[src/rtl/imem_boot_loader_if.sv]
// Byte-stream input and word-wide instruction-memory write port of the boot loader.
interface imem_boot_loader_if;
  logic        in_valid;
  logic [7:0]  in_data;
  logic        in_ready;
  logic        mem_we;
  logic [31:0] mem_waddr;
  logic [31:0] mem_wdata;

  // Stream producer / memory sink side.
  modport master (
    output in_valid, in_data,
    input  in_ready, mem_we, mem_waddr, mem_wdata
  );

  // Boot loader side.
  modport slave (
    input  in_valid, in_data,
    output in_ready, mem_we, mem_waddr, mem_wdata
  );
endinterface

[src/rtl/imem_boot_loader.sv]
// Boot loader: packs a little-endian byte stream into 32-bit words, writes them to
// instruction memory and holds the core until the requested word count is loaded.
module imem_boot_loader #(
  parameter int unsigned MEM_BYTES = 1024,
  parameter logic [31:0] BASE_ADDR = 32'h0000_0000
) (
  input  logic                i_clk,
  input  logic                i_reset,
  input  logic                i_start,
  input  logic [15:0]         i_len_words,
  imem_boot_loader_if.slave   bus,
  output logic                o_core_hold,
  output logic                o_done,
  output logic                o_err,
  output logic [15:0]         o_words_loaded,
  output logic [7:0]          o_checksum
);

  localparam logic [31:0] MemWords = 32'(MEM_BYTES / 4);

  typedef enum logic [2:0] {StIdle, StLoad, StWrite, StDone, StErr} state_e;

  state_e      r_state;
  logic [1:0]  r_byte_idx;
  logic [15:0] r_len;
  logic [15:0] r_words;
  logic [7:0]  r_checksum;
  logic [31:0] r_waddr;
  logic [31:0] r_wdata;
  logic        r_in_ready;
  logic        r_mem_we;
  logic        r_done;
  logic        r_err;
  logic        r_core_hold;

  logic        w_accept;
  logic        w_len_zero;
  logic        w_len_over;
  logic [15:0] w_words_next;

  // in_ready is a register, so the handshake never feeds back into it combinationally.
  assign w_accept     = r_in_ready & bus.in_valid;
  assign w_len_zero   = (i_len_words == 16'd0);
  assign w_len_over   = ({16'd0, i_len_words} > MemWords);
  assign w_words_next = r_words + 16'd1;

  // Load FSM with all outputs registered alongside the state.
  always_ff @(posedge i_clk) begin
    if (i_reset) begin
      r_state     <= StIdle;
      r_byte_idx  <= 2'd0;
      r_len       <= 16'd0;
      r_words     <= 16'd0;
      r_checksum  <= 8'd0;
      r_waddr     <= BASE_ADDR;
      r_wdata     <= 32'd0;
      r_in_ready  <= 1'b0;
      r_mem_we    <= 1'b0;
      r_done      <= 1'b0;
      r_err       <= 1'b0;
      r_core_hold <= 1'b1;
    end else begin
      unique case (r_state)
        StIdle, StDone, StErr: begin
          if (i_start) begin
            r_byte_idx <= 2'd0;
            r_len      <= i_len_words;
            r_words    <= 16'd0;
            r_checksum <= 8'd0;
            r_waddr    <= BASE_ADDR;
            if (w_len_zero) begin
              r_state     <= StDone;
              r_done      <= 1'b1;
              r_err       <= 1'b0;
              r_core_hold <= 1'b0;
              r_in_ready  <= 1'b0;
            end else if (w_len_over) begin
              r_state     <= StErr;
              r_done      <= 1'b0;
              r_err       <= 1'b1;
              r_core_hold <= 1'b1;
              r_in_ready  <= 1'b0;
            end else begin
              r_state     <= StLoad;
              r_done      <= 1'b0;
              r_err       <= 1'b0;
              r_core_hold <= 1'b1;
              r_in_ready  <= 1'b1;
            end
          end
        end
        StLoad: begin
          if (w_accept) begin
            r_wdata[8*r_byte_idx +: 8] <= bus.in_data;
            r_checksum                 <= r_checksum + bus.in_data;
            r_byte_idx                 <= r_byte_idx + 2'd1;
            if (r_byte_idx == 2'd3) begin
              r_state    <= StWrite;
              r_in_ready <= 1'b0;
              r_mem_we   <= 1'b1;
            end
          end
        end
        StWrite: begin
          r_mem_we <= 1'b0;
          r_words  <= w_words_next;
          r_waddr  <= r_waddr + 32'd4;
          if (w_words_next == r_len) begin
            r_state     <= StDone;
            r_done      <= 1'b1;
            r_core_hold <= 1'b0;
          end else begin
            r_state    <= StLoad;
            r_in_ready <= 1'b1;
            r_byte_idx <= 2'd0;
          end
        end
        default: r_state <= StIdle;
      endcase
    end
  end

  assign bus.in_ready   = r_in_ready;
  assign bus.mem_we     = r_mem_we;
  assign bus.mem_waddr  = r_waddr;
  assign bus.mem_wdata  = r_wdata;
  assign o_core_hold    = r_core_hold;
  assign o_done         = r_done;
  assign o_err          = r_err;
  assign o_words_loaded = r_words;
  assign o_checksum     = r_checksum;

endmodule

[src/flat_wrapper.sv]
// flat-port wrapper written by rule: the top's interface ports become plain ports
module imem_boot_loader_flat 
#(
  parameter int unsigned MEM_BYTES = 1024,
  parameter logic [31:0] BASE_ADDR = 32'h0000_0000
)
  (i_clk, i_reset, i_start, i_len_words, o_core_hold, o_done, o_err, o_words_loaded, o_checksum, bus_in_valid, bus_in_data, bus_in_ready, bus_mem_we, bus_mem_waddr, bus_mem_wdata);
  imem_boot_loader_if bus_i ();
  input  logic i_clk;
  input  logic i_reset;
  input  logic i_start;
  input  logic [15:0] i_len_words;
  output logic o_core_hold;
  output logic o_done;
  output logic o_err;
  output logic [15:0] o_words_loaded;
  output logic [7:0] o_checksum;
  input wire logic [$bits(bus_i.in_valid)-1:0] bus_in_valid;
  input wire logic [$bits(bus_i.in_data)-1:0] bus_in_data;
  output wire logic [$bits(bus_i.in_ready)-1:0] bus_in_ready;
  output wire logic [$bits(bus_i.mem_we)-1:0] bus_mem_we;
  output wire logic [$bits(bus_i.mem_waddr)-1:0] bus_mem_waddr;
  output wire logic [$bits(bus_i.mem_wdata)-1:0] bus_mem_wdata;
  assign bus_i.in_valid = bus_in_valid;
  assign bus_i.in_data = bus_in_data;
  assign bus_in_ready = bus_i.in_ready;
  assign bus_mem_we = bus_i.mem_we;
  assign bus_mem_waddr = bus_i.mem_waddr;
  assign bus_mem_wdata = bus_i.mem_wdata;
  imem_boot_loader #(.MEM_BYTES(MEM_BYTES), .BASE_ADDR(BASE_ADDR)) u_core (.i_clk(i_clk), .i_reset(i_reset), .i_start(i_start), .i_len_words(i_len_words), .bus(bus_i), .o_core_hold(o_core_hold), .o_done(o_done), .o_err(o_err), .o_words_loaded(o_words_loaded), .o_checksum(o_checksum));
endmodule
[config.mk]
export PLATFORM = sky130hd
export DESIGN_NAME = imem_boot_loader_flat
export DESIGN_NICKNAME = d
export VERILOG_FILES = /design/src/rtl/imem_boot_loader_if.sv /design/src/rtl/imem_boot_loader.sv /design/src/flat_wrapper.sv
export SDC_FILE = /design/constraint.sdc
export NUM_CORES = 1
export LEC_CHECK = 0
export ABC_AREA = 1
export CORE_MARGIN = 3
export CORE_UTILIZATION = 40
export CTS_CLUSTER_DIAMETER = 40
export DETAILED_ROUTE_END_ITERATION = 8
export PLACE_DENSITY = 0.65
export SLEW_MARGIN = 5
export SYNTH_ARGS = -nofsm -noshare
export SYNTH_HDL_FRONTEND = slang
export SYNTH_SLANG_ARGS = --single-unit
[constraint.sdc]
create_clock -name i_clk -period 4.1 [get_ports i_clk]
set_input_delay 0.82 -clock i_clk [delete_from_list [all_inputs] [get_ports i_clk]]
set_output_delay 0.82 -clock i_clk [all_outputs]
set_load 0.02 [all_outputs]
Word level (Yosys, flattened, before mapping)
Index checks and enable logic that the tools add are counted.

storage, ports and cells
  register bits after elaboration = 114
  word-level logic and storage cells = 87
  output and inout port bits = 93

cells by class
  equality and inequality tests = 11
  add/subtract/negate cells = 5
  bitwise gates (word level) = 1
  multiplexer cells = 39
  reduce and logical (&&, ||, !) cells = 16
  shift-type cells = 2
  magnitude comparators = 1

operators by type and width
  operator                                                        number
  case mux 32 bit (2 select lines)                                1
  negator 5 -> 34 bit                                             1
  variable shift 8 x 34 -> 32 bit, first input constant           1
  variable part select 8 x 34 -> 32 bit                           1
  adder 32 x 3 -> 32 bit, second input constant                   1
  bitwise mux 32 bit                                              1
  two-way mux 32 bit                                              1
  case mux 16 bit (2 select lines)                                1
  adder 16 x 1 -> 16 bit, second input constant                   1
  == test 16 bit                                                  1
  greater-than comparator 16 x 9 -> 1 bit, second input constant  1
  logical NOT 16 bit                                              1
  two-way mux 1 bit                                               16
  two-way mux 16 bit                                              1
  two-way mux 8 bit                                               2
  case mux 8 bit (2 select lines)                                 1
  two-way mux 3 bit                                               5
  AND reduction 3 bit                                             4
  case mux 3 bit (3 select lines)                                 1
  adder 8 bit                                                     1
  two-way mux 2 bit                                               4
  == test 3 x 2 -> 1 bit, second input constant                   2
  inequality test 2 x 1 -> 1 bit, second input constant           3
  case mux 1 bit (2 select lines)                                 3
  15 further kinds                                                20

Longest topological paths before layout
Gate-level depths: netlist of run 1.

  word-level depth = 5
  depth in mapped cells = 15

Worst setup path after synthesis of run 1
Ideal clock, no wire load.

  path kind = input-to-reg
  start = in bus_in_data[0]
  end = reg u_core.r_checksum[6] (netlist: u_core.o_checksum[6])
  setup slack = 1,817 ps
  stages on the path = 13
  arrival = 2,213 ps
  library setup time = 70 ps
  buffers on the path = 0
  cell sequence = ha_1 > fa_1 > nand2_1 > inv_1 > o21ai_0 > nand2_1 > nand2_1 > inv_1 > nor2_1 > nor2_1 > o21ai_0 > nand3_1 > a21oi_1

between the ends
  cells in the longest elaborated chain, start to end = 3

ends and longest elaborated chain
  item                             line                    source
  from (decl)                      flat_wrapper.sv:19      input wire logic [$bits(bus_i.in_data)-1:0] bus_in_data;
  adder 8 bit                      imem_boot_loader.sv:95  r_checksum <= r_checksum + bus.in_data;
  two-way mux 8 bit                imem_boot_loader.sv:93  if (w_accept) begin
  case mux 8 bit (2 select lines)  imem_boot_loader.sv:63  unique case (r_state)
  to (signal assigned)             imem_boot_loader.sv:95
  to (decl)                        imem_boot_loader.sv:27  logic [7:0] r_checksum;

Every way passes these cells. The select of a mux whose other input is x is not followed.
A chain may end at the register's enable or synchronous reset.

Worst setup path after layout of run 1
Same ends and word-level chain as after synthesis.

==> summary.md, run 1 <==
| Metric | Value |
|---|---|
| Outcome | finished clean |
| CTS tree | yes |
| Nets | 1,024 |
| Worst Path Max Fanout | 4 |
| Clock buffer count from CTS | 9 |
| Req. time, crit path | 4380 ps |
| Clock Skew | 5.339 ps |
| Final WS setup | 1459 ps |
| Root Driver | clkbuf_16 |
| Worst path arrival time | 2920 ps |
| Most frequent cells in the layout | 215 x nand2_1, 117 x clkdlybuf4s50_1, 112 x dfxtp_1 |
| Routability cong. | 0.8242 |
| Final min period | 2641 ps |
| Critical Path, Cell by Cell | clkdlybuf4s50_1 > ha_1 > fa_1 > nand2_1 > inv_1 > o21ai_0 > nand2_1 > nand2_1 > inv_1 > nor2_1 > nor2_1 > o21ai_0 > nand3_1 > a21oi_1 |
| Commonest non-fill, non-tap cell in the layout | nand2_1 |
| Crit path max-delay family | adder cells |
| Syn_area_per_cell | 6.871 µm² |
| Gate power share | 24.4% |
| Worst setup SP type | input pin |
| Kind of critical path | input pin to register |
| Largest net degree at the start of global routing | 75 |
| Setup violators final | 0 |
| Internal power | 0.001762 W |
| Die width | 128.7 µm |
| Cell variety after synth | 44 |
| Worst Min Path Start | u_core.bus.mem_wdata[16] |
| Ports | 121 |
| Post-CTS setup repair buffer count | 0 |
| HPWL after detailed placement | 12,230 µm |
| Post-synthesis cell area | 6026 µm² |
| Power Density | 351.1 nW/µm² |
| Final period util | 64.42% |
| Wire length per cell | 14.79 µm |
| Clock-pin slew on the worst setup and hold paths | 70 ps |
| Synth Warn # | 0 |
| Number of synthesized register bits | 112 |
| First-pass GRT wire length | 28,260 µm |
| Row count | 44 |
| Critical Path End Type | register |
| Die ar. | 16,570 µm² |
| Vias in the first global route | 5,665 |
| CTS sink cnt | 112 |
| DR iter-0 viols | 425 |
| Switching Fraction | 33.82% |
| Worst-Skew Late Latency | 350 ps |
| Clock Path Buffers | 2 |
| Psw | 0.0009002 W |
| R2r setup slk | 1620 ps |
| Hold Crit Depth | 2 |
| Worst VDD drop | 0.1920 mV |
| Routed wire length | 17,280 µm |
| Vias | 6,075 |
| Final ANT Viol Nets | 0 |
| Congestion Overflow GR | 0 |
| Slowest cell on the critical path | clkdlybuf4s50_1 |
| Final Util | 51.77% |
| Area grow syn2layout | 25.81% |
| Initial antenna violation count | 0 |
| Sequential-to-total area share from yosys stat | 37.21% |
| Cell count after synthesis | 877 |
| Gr usage total | 20.88% |
| Max-slew headroom | 29.09% |
| DRT Pass-1 Iters | 6 |
| Setup TNS | 0 ps |
| Clock share of power | 30.4% |
| Die Ht | 128.7 µm |
| Initial Util | 41.15% |
| Hold path endpoint | u_core.bus.mem_wdata[16] |
| Lkg Pwr | 2.694 nW |
| Post-CTS resize count | 0 |
| CP most frequent cell | nand2_1 |
| Reg2reg end | u_core.bus.mem_wdata[1] |
| Max Clk Rate | 0.3786 GHz |
| H-tree levels | 3 |
| Fin area | 7581 µm² |
| # DRC | 0 |
| CTS Hold Bufs | 0 |
| Share of cells above drive strength 1 | 6.098% |
| Hold WC Path Type | register to register |
| I/O Buffers | 118 |
| Number of max-cap violations | 0 |
| Reg2reg path depth | 5 |
| DR vias/cell | 5.201 |
| Pre-CTS WS | 1102 ps |
| DP Area | 7326 µm² |
| Worst Tran Pin Value | 1062 ps |
| Slowest stage delay, CP | 520 ps |
| WP buf/inv | 3 |
| Diode count | 0 |
| Pins Over Slew Limit | 0 |
| Number of fill cells | 1,448 |
| Seq pwr share | 45.2% |
| Core ar. | 14,640 µm² |
| Final Hold Fails | 0 |
| RSZ-0062 raised after global routing | no |
| Worst r2r src | u_core.r_byte_idx[0] |
## per-stage QoR
stage	total power, W	hold WS [ps]	instances
6_report	0.002662	464.9	1168
5_1_grt	0.002826	480.5	1168
4_1_cts	0.002682	467.7	1168
3_5_place_dp	0.001875	456.4	1153
3_3_place_gp	0.001875	453.8	1153
2_1_floorplan	0.001665	444.0	878
## routing by layer
layer	part of all wire, %	global-route usage, %
met1	49	29.44
met2	45	32.74
met4	1.9	7.412
met3	4.3	2.823
met5	0	0
## how the worst max path moves through the flow
stage                              start  cells past startpoint              endpoint
after floorplan           bus_in_data[0]                     13  u_core.o_checksum[6]
after global placement    bus_in_data[0]                     15  u_core.o_checksum[6]
after detailed placement  bus_in_data[0]                     14  u_core.o_checksum[6]
after CTS                 bus_in_data[0]                     14  u_core.o_checksum[6]
after global routing      bus_in_data[0]                     15  u_core.o_checksum[6]
final                     bus_in_data[0]                     14  u_core.o_checksum[6]
## kinds of logic (layout without fill, tap and decap cells)
logic type	after synthesis	after routing	share of synthesized area [%]
AO/OA/AOI/OAI	151	151	13.39
XOR/XNOR	14	14	2.284
adder cells (fa/ha/maj)	16	16	3.447
buffers and inverters	109	215	7.184
flip-flops	112	112	37.21
other	1	2	0.06223
AND/OR/NAND/NOR	474	474	36.42
## cell usage after synthesis
master	number	area, µm²
buf_2	7	35.03
clkbuf_1	20	75.07
o211a_1	1	10.01
a211oi_1	5	37.54
nor3_2	1	10.01
o21bai_1	1	7.510
fa_1	1	20.02
conb_1	1	3.750
nand4_1	29	181.4
xor2_1	7	61.31
nor2_4	5	56.30
inv_2	8	30.03
or3_1	17	106.4
nand4_2	1	12.51
xnor2_1	6	52.55
a22oi_1	1	7.510
a21oi_1	93	465.5
or2_2	6	37.54
ha_1	15	187.7
or2_0	3	18.77
nor4_2	1	12.51
o21ai_0	37	185.2
a221oi_1	3	26.28
nand3_2	2	20.02
xor3_1	1	23.77
nand2_2	5	31.28
nor4_1	2	12.51
o311ai_0	1	8.760
buf_4	4	30.03
o211ai_1	1	7.510
o21ai_1	4	20.02
nand2_1	215	807.0
nor3_1	23	115.1
inv_1	70	262.8
o31ai_1	1	7.510
nor2_1	75	281.5
and2_1	1	6.260
a32oi_1	2	17.52
a31oi_1	1	6.260
nand3_4	1	17.52
nand3_1	68	340.3
nand3b_1	7	52.55
nor2_2	12	75.07
dfxtp_1	112	2242
## registers in the layout (all words and copies together) (netlist names)
| signal | count |
|---|---|
| u_core.o_done | 1 |
| u_core.o_checksum | 8 |
| u_core.bus.mem_waddr | 30 |
| u_core.r_state | 3 |
| u_core.o_core_hold | 1 |
| u_core.r_len | 16 |
| u_core.bus.mem_we | 1 |
| u_core.o_words_loaded | 16 |
| u_core.bus.mem_wdata | 32 |
| u_core.o_err | 1 |
| u_core.r_byte_idx | 2 |
| u_core.bus.in_ready | 1 |
## final cells by class
cell class	instances	area (µm²)	area share (%)
clock buffer	11	232.7	3.070
clock inverter	4	22.52	0.2971
inverter	78	292.8	3.862
timing repair buffer	122	1206	15.91
sequential	112	2242	29.58
tap	184	230.2	3.037
multi-input combinational	657	3354	44.25
## power groups by stage
stage	sequential (W)	clock, W	combinational (W)
floorplan	0.00124	0	0.000428
global placement	0.00123	0	0.000646
detailed placement	0.00123	0	0.000647
CTS	0.00120	0.000828	0.000651
global route	0.00122	0.000872	0.000738
finish	0.00120	0.000808	0.000650
## tightest hold or removal path: stages (launching register included)
cell     delay (ps)
dfxtp_1         310
nand2_1          60
a21oi_1          50
Note: power is estimated with default switching activity, not from simulation.
==> run 2, diff against run 1 <==
==> constraint.sdc (replaced) <==
create_clock -name i_clk -period 2.8 [get_ports i_clk]
set_input_delay 0.56 -clock i_clk [delete_from_list [all_inputs] [get_ports i_clk]]
set_output_delay 0.56 -clock i_clk [all_outputs]
set_load 0.02 [all_outputs]
==> run 2 against run 1 <==
  * Clock power is 78% higher
  * Hold slack better by 1.1 ps
  * Non-clock buffer count is 7 higher
  * Flip-flop and latch count stayed put
  * Cell area is 1.7% higher
  * Combinational power is 55% higher
  * Sequential power is 46% higher
  * Global-route usage hardly changed
  * First-iteration DRC count is 2.6% higher
  * Sequential share of layout area is 0.50 points lower
  * Cell count is 0.68% higher
  * Critical endpoint unchanged
  * Count of clock-buffer cells in the layout is 3 higher
==> summary.md, run 2 (synthesis results as in run 1) <==
| Metric | Value |
|---|---|
| Core ar. | 14,640 µm² |
| Area grow syn2layout | 27.99% |
| Initial antenna violation count | 0 |
| Gate power share | 24.0% |
| Outcome | finished clean |
| Post-CTS setup repair buffer count | 0 |
| Critical Path End Type | register |
| Worst Path Max Fanout | 2 |
| Crit path from | bus_in_data[0] |
| Final WS setup | 461.6 ps |
| Root Driver | clkbuf_16 |
| Internal power | 0.002871 W |
| Worst Min Path Start | u_core.bus.mem_wdata[4] |
| Die width | 128.7 µm |
| Max-slew headroom | 66.31% |
| Top Usage Layer GRT | met2 |
| Worst setup SP type | input pin |
| Max reg flops | 32 |
| Hold WC Path Type | register to register |
| Post-CTS resize count | 0 |
| Reg2reg end | u_core.o_core_hold |
| Psw | 0.001322 W |
| Clock Skew | 8.400 ps |
| Die Ht | 128.7 µm |
| Routability cong. | 0.8434 |
| Lkg Pwr | 2.767 nW |
| Final period util | 83.51% |
| DR vias/cell | 5.241 |
| Largest net degree at the start of global routing | 42 |
| Power Density | 543.7 nW/µm² |
| Clock-pin slew on the worst setup and hold paths | 70 ps |
| HPWL after detailed placement | 12,630 µm |
| Reg2reg path depth | 14 |
| Max Clk Rate | 0.4277 GHz |
| GRT met1 Usage | 28.85% |
| CTS Hold Bufs | 0 |
| CTS sink cnt | 112 |
| First-pass GRT wire length | 28,200 µm |
| Pre-CTS WS | 153.4 ps |
| Setup TNS | 0 ps |
| Met2 Usage GRT | 33.08% |
| Setup violators final | 0 |
| Gr usage total | 20.91% |
| Vias in the first global route | 5,713 |
| Worst-Skew Late Latency | 360 ps |
| H-tree levels | 3 |
| Clock Path Buffers | 2 |
| Row count | 44 |
| Routed wire length | 17,450 µm |
| Switching Fraction | 31.53% |
| Vias | 6,164 |
| Final Hold Fails | 0 |
| Congestion Overflow GR | 0 |
| Clock share of power | 34.3% |
| # DRC | 0 |
| Final ANT Viol Nets | 0 |
| Clock buffer count from CTS | 9 |
| Most frequent cells in the layout | 215 x nand2_1, 117 x clkdlybuf4s50_1, 112 x dfxtp_1 |
| I/O Buffers | 118 |
| Hold path endpoint | u_core.bus.mem_wdata[4] |
| Wire length per cell | 14.83 µm |
| Kind of critical path | input pin to register |
| R2r setup slk | 590 ps |
| Share of cells above drive strength 1 | 6.855% |
| Die ar. | 16,570 µm² |
| RSZ-0062 raised after global routing | no |
| CTS tree | yes |
| Diode count | 0 |
| DR iter-0 viols | 436 |
| Nets | 1,031 |
| Commonest non-fill, non-tap cell in the layout | nand2_1 |
| Worst VDD drop | 0.2894 mV |
| Worst hold margin | 466.0 ps |
| DRT Pass-1 Iters | 5 |
| Worst r2r src | u_core.o_words_loaded[0] |
| Worst path arrival time | 2620 ps |
| Total Power | 0.004193 W |
| Pins Over Slew Limit | 0 |
| GRT met3 Usage | 4.898% |
| Ports | 121 |
| Initial Util | 41.15% |
| Hold Crit Depth | 2 |
| Number of max-cap violations | 0 |
| Worst Tran Pin Value | 503.4 ps |
| Final min period | 2338 ps |
| Seq pwr share | 41.6% |
| Req. time, crit path | 3080 ps |
==> run 2: cell types whose count changed in the layout (fill, tap and decap cells not counted) <==
| cell | delta |
|---|---|
| buf_4 | +7 |
| clkbuf_8 | +3 |
| clkinv_2 | -3 |
| bufinv_16 | +2 |
| clkinvlp_4 | -1 |
==> run 2: worst max path at each step <==
stage                      endpoint  slack, ps  cells after the start
2_1_floorplan  u_core.o_checksum[6]        780                     13
3_3_place_gp   u_core.o_checksum[6]        190                     14
3_5_place_dp   u_core.o_checksum[6]        150                     14
4_1_cts        u_core.o_checksum[6]        480                     14
5_1_grt        u_core.o_checksum[6]        290                     14
6_report       u_core.o_checksum[6]        460                     14
==> run 2: cell type report <==
class / count / area, µm²
clock buffers: 14 / 274.0
clock inverters: 2 / 60.06
fillers: 1460 / 6932
inverters: 78 / 292.8
multi-input cells: 657 / 3354
flip-flops and latches: 112 / 2242
well taps: 184 / 230.2
repair buffers: 129 / 1259
==> run 2: metal layers <==
layer / wire (µm) / vias up
met2: 7898 / 151
met4: 247 / 0
li1: - / 3151
met3: 910 / 23
met1: 8389 / 2839
met5: 0 / -
==> run 2: critical path, cell delays in order <==
cell	delay (ps)
clkdlybuf4s50_1	450
ha_1	250
fa_1	390
nand2_1	70
inv_1	50
o21ai_0	170
nand2_1	90
nand2_1	60
inv_1	50
nor2_1	80
nor2_1	50
o21ai_0	140
nand3_1	80
a21oi_1	130
==> run 2: power by group through the flow <==
stage               clock, W  combinational (W)  sequential (W)
detailed placement         0           0.000996         0.00178
floorplan                  0           0.000627         0.00181
global route         0.00154            0.00112         0.00176
global placement           0            0.00100         0.00178
CTS                  0.00148            0.00100         0.00175
finish               0.00144            0.00101         0.00175
==> run 2: per-stage QoR <==
step / util, % / area [µm²] / cells
CTS: 52.67 / 7712 / 1176
finish: 52.67 / 7712 / 1176
global placement: 50.38 / 7378 / 1160
floorplan: - / 6030 / 878
detailed placement: 50.38 / 7378 / 1160
global route: 52.67 / 7712 / 1176
==> run 3, diff against run 2 <==
--- a/config.mk
+++ b/config.mk
@@ -10,7 +10,7 @@
 export CORE_UTILIZATION = 40
 export CTS_CLUSTER_DIAMETER = 40
 export DETAILED_ROUTE_END_ITERATION = 8
-export PLACE_DENSITY = 0.65
+export PLACE_DENSITY = 0.67
 export SLEW_MARGIN = 5
 export SYNTH_ARGS = -nofsm -noshare
 export SYNTH_HDL_FRONTEND = slang
==> constraint.sdc (replaced) <==
create_clock -name i_clk -period 1.97 [get_ports i_clk]
set_input_delay 0.394 -clock i_clk [delete_from_list [all_inputs] [get_ports i_clk]]
set_output_delay 0.394 -clock i_clk [all_outputs]
set_load 0.02 [all_outputs]
==> run 3 against run 2 <==
  * Combinational power is 60% higher
  * Largest power group unchanged
  * Non-clock buffer count rose by 70
  * Flip-flop and latch count did not move
==> summary.md, run 3 (synthesis results as in run 1) <==
| Metric | Value |
|---|---|
| Outcome | finished clean |
| R2r setup slk | 7 ps |
| Nets | 1,101 |
| Worst path arrival time | 2190 ps |
| Gr usage total | 21.60% |
| Vias | 6,462 |
| Max reg flops | 32 |
| Fin area | 8434 µm² |
| Final Hold Fails | 0 |
| Ports | 121 |
| Final ANT Viol Nets | 0 |
| Power Density | 692.7 nW/µm² |
| Diode count | 0 |
| DP Cell Count | 1,221 |
| H-tree levels | 3 |
| Lkg Pwr | 3.175 nW |
| CTS Hold Bufs | 0 |
| RSZ-0062 raised after global routing | yes |
| Vias in the first global route | 6,009 |
| Die width | 128.7 µm |
| Req. time, crit path | 2190 ps |
| I/O Buffers | 118 |
| Routed wire length | 18,280 µm |
| Max Clk Rate | 0.5094 GHz |
| Clock Skew | 8.344 ps |
| Pins Over Slew Limit | 0 |
| Die ar. | 16,570 µm² |
| Setup TNS | 0 ps |
| Hold WC Path Type | register to register |
| Die Ht | 128.7 µm |
| Critical path endpoint | u_core.o_done |
| Worst VDD drop | 0.4397 mV |
| Worst setup SP type | register |
| Row count | 44 |
| Final WS setup | 6.967 ps |
| Pre-CTS WS | -506.5 ps |
| Largest net degree at the start of global routing | 41 |
| DP Area | 7851 µm² |
| DRT Pass-1 Iters | 5 |
| Multi-input gate area | 3578 µm² |
| Reg2reg end | u_core.o_done |
| Final period util | 99.65% |
| Clock-pin slew on the worst setup and hold paths | 70 ps |
| Number of fill cells | 1,393 |
| Root Driver | clkbuf_16 |
| First-pass GRT wire length | 29,080 µm |
| Worst r2r src | u_core.o_words_loaded[1] |
| Share of cells above drive strength 1 | 16.95% |
| Storage element area | 2258 µm² |
| Crit path from | u_core.o_words_loaded[1] |
| Fin cells | 1,246 |
| # DRC | 0 |
| Initial Util | 41.15% |
| Clock buffer count from CTS | 9 |
| Core ar. | 14,640 µm² |
| Worst-Skew Late Latency | 360 ps |
| Reg2reg path depth | 13 |
| DR vias/cell | 5.186 |
| Final Util | 57.60% |
| HPWL after detailed placement | 13,450 µm |
| Critical Path End Type | register |
| Worst Path Max Fanout | 6 |
| Commonest non-fill, non-tap cell in the layout | nand2_1 |
| DR iter-0 viols | 373 |
| Most frequent cells in the layout | 203 x nand2_1, 113 x clkdlybuf4s50_1, 105 x dfxtp_1 |
| Number of max-cap violations | 0 |
| CTS sink cnt | 112 |
| Area grow syn2layout | 39.97% |
| Final min period | 1963 ps |
| Setup violators final | 0 |
| Worst Min Path Start | u_core.bus.mem_wdata[1] |
| Wire length per cell | 14.67 µm |
| Clock Path Buffers | 2 |
| CTS tree | yes |
| Initial antenna violation count | 0 |
| Kind of critical path | register to register |
| Congestion Overflow GR | 0 |
| Routability cong. | 0.8789 |
[run 3: changes by cell type in the layout (fill, tap and decap cells not counted), moves of 6 or more]
cell,previous run,this run
nor2_4,5,15
dfxtp_1,112,105
buf_4,11,78
nand2_1,215,203
nand3_1,68,62
nor2_1,75,67
nand2_2,5,14
[run 3: report_power, final]
part / leakage, nW / total, W / internal (W) / switching (W)
Sequential: 0.912 / 0.00248 / 0.00239 / 0.0000963
Combinational: 2.13 / 0.00162 / 0.000614 / 0.00100
Clock: 0.130 / 0.00174 / 0.000892 / 0.000848
[run 3: timing repair]
item,4_1_cts,5_1_grt
pin swaps,4,29
gates resized for setup,11,60
setup buffers,1,8
endpoints found under the setup margin,7,22
[run 3: metal layers]
metal	track usage, %	vias up	wire length, µm
met1	29.78	3018	8771
met3	3.985	20	720
met4	6.300	0	255
li1	-	3293	-
met5	0	-	0
met2	34.57	131	8529
[run 3: how the worst min path moves through the flow]
stage | slack, ps | cells past startpoint | end
CTS | 450 | 4 | u_core.bus.mem_waddr[4]
finish | 470 | 2 | u_core.bus.mem_wdata[1]
detailed placement | 460 | 2 | u_core.bus.mem_wdata[24]
global route | 490 | 2 | u_core.bus.mem_wdata[22]
floorplan | 440 | 2 | u_core.r_len[14]
global placement | 450 | 2 | u_core.bus.mem_wdata[26]
[run 3: worst max-delay path, stage by stage (launching register included)]
cell	delay [ps]
dfxtp_2	360
ha_4	160
nand3_2	140
nor2_4	180
nand3_1	120
nand2_1	110
nand3_1	80
nand2_1	90
nand2_1	70
nor2_2	120
nand3_4	130
buf_4	160
nand3_1	50
a21oi_1	60
[run 3: cell type report]
class | instances | share of cell area [%]
well taps | 184 | 2.730
flip-flops and latches | 112 | 26.78
repair buffers | 199 | 21.42
inverters | 78 | 3.471
clock inverters | 3 | 0.2077
clock buffers | 13 | 2.967
multi-input cells | 657 | 42.43
[run 3: per-stage QoR]
stage	total power [W]	hold slack (ps)
CTS	0.005804	451.6
global placement	0.004065	453.7
floorplan	0.003467	444.0
finish	0.005843	465.5
global route	0.006152	486.7
detailed placement	0.004072	457.0
